[src/rtl/seq_to_par_if.sv]
// Handshake bundle between a serial symbol source and the seq_to_par deserializer.
// The source drives start/seq; the deserializer returns the assembled word and status.
interface seq_to_par_if #(
  parameter int PAR_SZ  = 8,
  parameter int WORD_SZ = 1
);
  logic               start;
  logic [WORD_SZ-1:0] seq;
  logic [PAR_SZ-1:0]  par;
  logic               valid;
  logic               busy;
  logic               err;

  modport master (output start, seq, input par, valid, busy, err);
  modport slave  (input start, seq, output par, valid, busy, err);
endinterface

[src/rtl/seq_to_par.sv]
// Serial-to-parallel deserializer: decodes one symbol per clock into a bit, packs PAR_SZ
// bits LSB-first and strobes valid for one cycle per word; flags undecodable symbols.
module seq_to_par #(
  parameter int                 PAR_SZ  = 8,
  parameter int                 WORD_SZ = 1,
  parameter logic [WORD_SZ-1:0] BIT0    = '0,
  parameter logic [WORD_SZ-1:0] BIT1    = WORD_SZ'(1)
) (
  input  logic         clk,
  input  logic         reset,
  seq_to_par_if.slave  bus
);
  localparam int               CNT_W    = $clog2(PAR_SZ) + 1;
  localparam logic [CNT_W-1:0] CNT_LAST = CNT_W'(PAR_SZ - 1);

  typedef enum logic [1:0] {
    ST_IDLE = 2'd0,
    ST_RECV = 2'd1,
    ST_DONE = 2'd2
  } state_t;

  state_t              state_r;
  state_t              state_next_s;
  logic [CNT_W-1:0]    cnt_r;
  logic [PAR_SZ-1:0]   shift_r;
  logic [PAR_SZ-1:0]   par_r;
  logic                valid_r;
  logic                busy_r;
  logic                err_r;
  logic                valid_next_s;
  logic                busy_next_s;
  logic [1:0]          sym_dec_s;
  logic                bit_s;
  logic                bad_s;

  // Returns {bad, bit}: a symbol matching neither code decodes as 0 and is flagged bad.
  function automatic logic [1:0] decode_sym(input logic [WORD_SZ-1:0] sym);
    logic [1:0] res;
    if (sym == BIT1) begin
      res = 2'b01;
    end else if (sym == BIT0) begin
      res = 2'b00;
    end else begin
      res = 2'b10;
    end
    return res;
  endfunction

  // Symbol decode of the current input.
  always_comb begin
    sym_dec_s = decode_sym(bus.seq);
    bit_s     = sym_dec_s[0];
    bad_s     = sym_dec_s[1];
  end

  // Next-state and next registered strobe values.
  always_comb begin
    state_next_s = state_r;
    busy_next_s  = 1'b0;
    valid_next_s = 1'b0;
    case (state_r)
      ST_IDLE: begin
        if (bus.start) begin
          state_next_s = ST_RECV;
          busy_next_s  = 1'b1;
        end else begin
          state_next_s = ST_IDLE;
        end
      end
      ST_RECV: begin
        if (cnt_r == CNT_LAST) begin
          state_next_s = ST_DONE;
        end else begin
          busy_next_s  = 1'b1;
        end
      end
      ST_DONE: begin
        state_next_s = ST_IDLE;
        valid_next_s = 1'b1;
      end
      default: begin
        state_next_s = ST_IDLE;
      end
    endcase
  end

  // State register and registered strobes.
  always_ff @(posedge clk or negedge reset) begin
    if (!reset) begin
      state_r <= ST_IDLE;
      busy_r  <= 1'b0;
      valid_r <= 1'b0;
    end else begin
      state_r <= state_next_s;
      busy_r  <= busy_next_s;
      valid_r <= valid_next_s;
    end
  end

  // Datapath: bit counter, shift register, output word and sticky error.
  always_ff @(posedge clk or negedge reset) begin
    if (!reset) begin
      cnt_r   <= '0;
      shift_r <= '0;
      par_r   <= '0;
      err_r   <= 1'b0;
    end else begin
      case (state_r)
        ST_IDLE: begin
          if (bus.start) begin
            cnt_r   <= '0;
            shift_r <= '0;
            err_r   <= 1'b0;
          end
        end
        ST_RECV: begin
          // Shifting in from the top leaves the first symbol in bit 0 after PAR_SZ samples.
          shift_r <= {bit_s, shift_r[PAR_SZ-1:1]};
          cnt_r   <= cnt_r + CNT_W'(1);
          if (bad_s) begin
            err_r <= 1'b1;
          end
        end
        ST_DONE: begin
          par_r <= shift_r;
        end
        default: begin
          cnt_r <= '0;
        end
      endcase
    end
  end

  assign bus.par   = par_r;
  assign bus.valid = valid_r;
  assign bus.busy  = busy_r;
  assign bus.err   = err_r;
endmodule

[src/flat_wrapper.sv]
// flat-port wrapper written by rule: the top's interface ports become plain ports
module seq_to_par_flat 
#(
  parameter int                 PAR_SZ  = 8,
  parameter int                 WORD_SZ = 1,
  parameter logic [WORD_SZ-1:0] BIT0    = '0,
  parameter logic [WORD_SZ-1:0] BIT1    = WORD_SZ'(1)
)
  (clk, reset, bus_start, bus_seq, bus_par, bus_valid, bus_busy, bus_err);
  seq_to_par_if #(.PAR_SZ(PAR_SZ), .WORD_SZ(WORD_SZ)) bus_i ();
  input  logic clk;
  input  logic reset;
  input wire logic [$bits(bus_i.start)-1:0] bus_start;
  input wire logic [$bits(bus_i.seq)-1:0] bus_seq;
  output wire logic [$bits(bus_i.par)-1:0] bus_par;
  output wire logic [$bits(bus_i.valid)-1:0] bus_valid;
  output wire logic [$bits(bus_i.busy)-1:0] bus_busy;
  output wire logic [$bits(bus_i.err)-1:0] bus_err;
  assign bus_i.start = bus_start;
  assign bus_i.seq = bus_seq;
  assign bus_par = bus_i.par;
  assign bus_valid = bus_i.valid;
  assign bus_busy = bus_i.busy;
  assign bus_err = bus_i.err;
  seq_to_par #(.PAR_SZ(PAR_SZ), .WORD_SZ(WORD_SZ), .BIT0(BIT0), .BIT1(BIT1)) u_core (.clk(clk), .reset(reset), .bus(bus_i));
endmodule
[config.mk]
export PLATFORM = sky130hd
export DESIGN_NAME = seq_to_par_flat
export DESIGN_NICKNAME = d
export VERILOG_FILES = /design/src/rtl/seq_to_par_if.sv /design/src/rtl/seq_to_par.sv /design/src/flat_wrapper.sv
export SDC_FILE = /design/constraint.sdc
export NUM_CORES = 1
export LEC_CHECK = 0
export BUFFER_PORTS_ARGS = -buffer_cell sky130_fd_sc_hd__buf_2
export CAP_MARGIN = 5
export CORE_ASPECT_RATIO = 0.9
export CORE_MARGIN = 5
export CORE_UTILIZATION = 28
export DETAILED_ROUTE_END_ITERATION = 6
export MAX_ROUTING_LAYER = met4
export SLEW_MARGIN = 25
export SYNTH_ARGS = -nofsm -noshare
export SYNTH_HDL_FRONTEND = slang
export SYNTH_SLANG_ARGS = --single-unit
export TNS_END_PERCENT = 100
[constraint.sdc]
create_clock -name clk -period 1.45 [get_ports clk]
set_input_delay 0.435 -clock clk [delete_from_list [all_inputs] [get_ports clk]]
set_output_delay 0.435 -clock clk [all_outputs]
set_load 0.005 [all_outputs]
==> run metrics <==
RR Startpoint u_core.state_r[0]; largest net degree at the start of global routing 25; die area 4690 um2; Via density 4.42; DRT Pass-1 Iters 4; Synth cell types 19; first-pass GRT wire length 2570 um; initial antenna violation count 0; area leader, netlist dfrtp_1; crit-path cells buf_2; final worst path period share 84.6%; status finished clean; drt total wl 1500 um; CTS tree yes; sw power 0.000627 W; Final Max Slew Viols 0; H-tree depth 1; Pwr Total 0.00228 W; worst flop-to-flop path endpoint u_core.bus.par[3]; adder-cell share of the synthesized area 1.31%; clock skew 2.87 ps; Chip Width 71.6 um; number of global-route vias before repair 552; Comb pwr share 26.9%; total gr overflow 0; max frequency 815 MHz; register area 601 um2; RSZ-0062 raised after global routing false; post-placement cell count 118; Max-cap violations 0; post-synthesis instance total 63; Worst Path Buf+Inv 1; Synth area leaders dfrtp_1 63%, mux2_4 13%, a22o_1 10%; filler instances 333; Worst Setup EP bus_par[5]; worst vdd ir 551 uV; hold slack 132 ps; Crit Path Class flip-flop to primary output; area grow syn2layout 17.6%; largest family of logic cells by synthesized area multiplexers; root buf cell clkbuf_8; antenna cell count 0; Final setup viols 0; fin nets 84; Avg WL per Cell 12.3 um; portion of total power attributed to sequential cells 47.6%; internal power 0.00165 W; initial core utilization 28.8%; post-synthesis mux area share 13.7%; R2R Setup Slk 270 ps; Clk pwr share 25.5%; syn_nets 68; share of the synthesized area in the top cell type 62.7%; clock latency on the worst-skew pair 260 ps; critical path capture point type primary output; Synth Area in XOR/XNOR 1.83%; total vias in the final route 539; worst hold-check path type input port to async pin; synth warn 0; residual DRC count 0; number of DRC markers in iteration 0 9; Worst EP required 1020 ps; Worst R2R Path Depth 3; register area share after synthesis 62.7%; gpl congestion 0.674; PortBufs 13; syn avg cell area 15.2 um2; ratio of cells with drive above 1 in the final layout 37.2%; CP top delay family flip-flops; overall die height 65.5 um; crit path launch u_core.bus.par[5]; WP data arrival 790 ps; cts repair resizes 0; Max clock buf depth 2; Post-CTS Setup Inserts 0; Final Hold Viols 0; register bit count reported by yosys 24; max_slew headroom 65.7%; Power per Cell Area 2030 nW/um2; Crit-path slowest cell dfrtp_1; synthesized cell area 957 um2; DPL Wire Length 1070 um; clk sink count 24; startpoint types flip-flop; Static Leak 0.587 nW; footprint of the multi-input gates 319 um2; Worst-Margin Slew 515 ps; Levels on crit path 1; Worst-path clk slew 80 ps; post-route ant nets 0; post-synthesis compound-gate area fraction 12.5%; Num CTS Buffers 3; Hold Buf Count CTS 0; gr usage total 7.27%; core area 3330 um2; io pins 15; max incr delay on CP 400 ps; setup TNS 0 ps; Core Rows 20; CP max FO 2; fin crit period 1230 ps; Sw Share 27.5%; Final Non-Filler Cells 122; simple-gate area share of the yosys netlist 3.53%
==> layout make-up <==
class                   count  area share, %
flip-flops and latches     24           53.3
multi-input cells          34           28.3
repair buffers             14           6.44
well taps                  44           4.89
clock buffers               3           3.67
clock inverters             1           2.67
inverters                   2          0.667
==> stage by stage <==
stage                     worst slack [ps]  area (um2)  util, %
after detailed placement               262        1050     31.7
after floorplan                        334         957        -
final                                  223        1130     33.8
after global placement                 287        1050     31.7
after global routing                   190        1130     33.8
after CTS                              214        1130     33.8
==> metal layers <==
layer	vias up	routed length, um	track usage, %
met3	5	85	2.14
li1	251	-	-
met5	-	0	-
met4	0	33	3.52
met1	268	732	9.47
met2	15	646	10.3
==> worst min-delay path by stage <==
stage                        endpoint  slack (ps)  cells after the start
global placement      u_core.bus.busy         440                      1
finish              u_core.bus.par[1]         130                      1
detailed placement  u_core.bus.par[0]         450                      1
global route        u_core.bus.par[4]         180                      1
CTS                 u_core.bus.par[1]         160                      1
floorplan             u_core.bus.busy         140                      0
==> layout by cell type, fill, tap and decap left out <==
cell	netlist	layout
dfrtp_1	24	24
buf_2	0	13
a22o_1	11	11
mux2_4	8	8
a21oi_1	3	3
clkbuf_8	0	3
inv_1	2	2
nand2_1	1	1
nor2_1	1	1
o21ai_2	1	1
nand2b_1	1	1
and2b_2	1	1
xor2_1	1	1
and2_1	1	1
mux2_2	1	1
nand3_1	1	1
xnor2_1	1	1
ha_1	1	1
conb_1	1	1
bufinv_16	0	1
buf_4	1	1
==> power groups by stage <==
| stage | Combinational, W | Clock (W) | Sequential [W] |
|---|---|---|---|
| floorplan | 0.000482 | 0 | 0.00107 |
| global placement | 0.000604 | 0 | 0.00109 |
| detailed placement | 0.000630 | 0 | 0.00110 |
| CTS | 0.000629 | 0.000597 | 0.00109 |
| global route | 0.000684 | 0.000623 | 0.00112 |
| finish | 0.000613 | 0.000582 | 0.00109 |
==> synthesized netlist by cell type <==
cell      instances
a21oi_1           3
nand3_1           1
xor2_1            1
and2_1            1
nand2b_1          1
nand2_1           1
xnor2_1           1
dfrtp_1          24
and2b_2           1
mux2_4            8
o21ai_2           1
nor2_1            1
inv_1             2
buf_4             1
mux2_2            1
buf_6             2
a22o_1           11
ha_1              1
conb_1            1
==> state kept, by name (all words and copies together), names as in the netlist <==
| name | count |
|---|---|
| u_core.bus.par | 8 |
| u_core.state_r | 2 |
| u_core.cnt_r | 4 |
| u_core.bus.busy | 1 |
| u_core.shift_r | 8 |
| u_core.bus.valid | 1 |
==> cell families (layout without fill, tap and decap cells) <==
kind of cell | Yosys count | count (layout)
AO/OA/AOI/OAI | 15 | 15
adder cells (fa/ha/maj) | 1 | 1
AND/OR/NAND/NOR | 6 | 6
multiplexers | 9 | 9
buffers and inverters | 5 | 20
other | 1 | 1
flip-flops | 24 | 24
XOR/XNOR | 2 | 2
No activity file was read; power rests on OpenSTA's default activity.
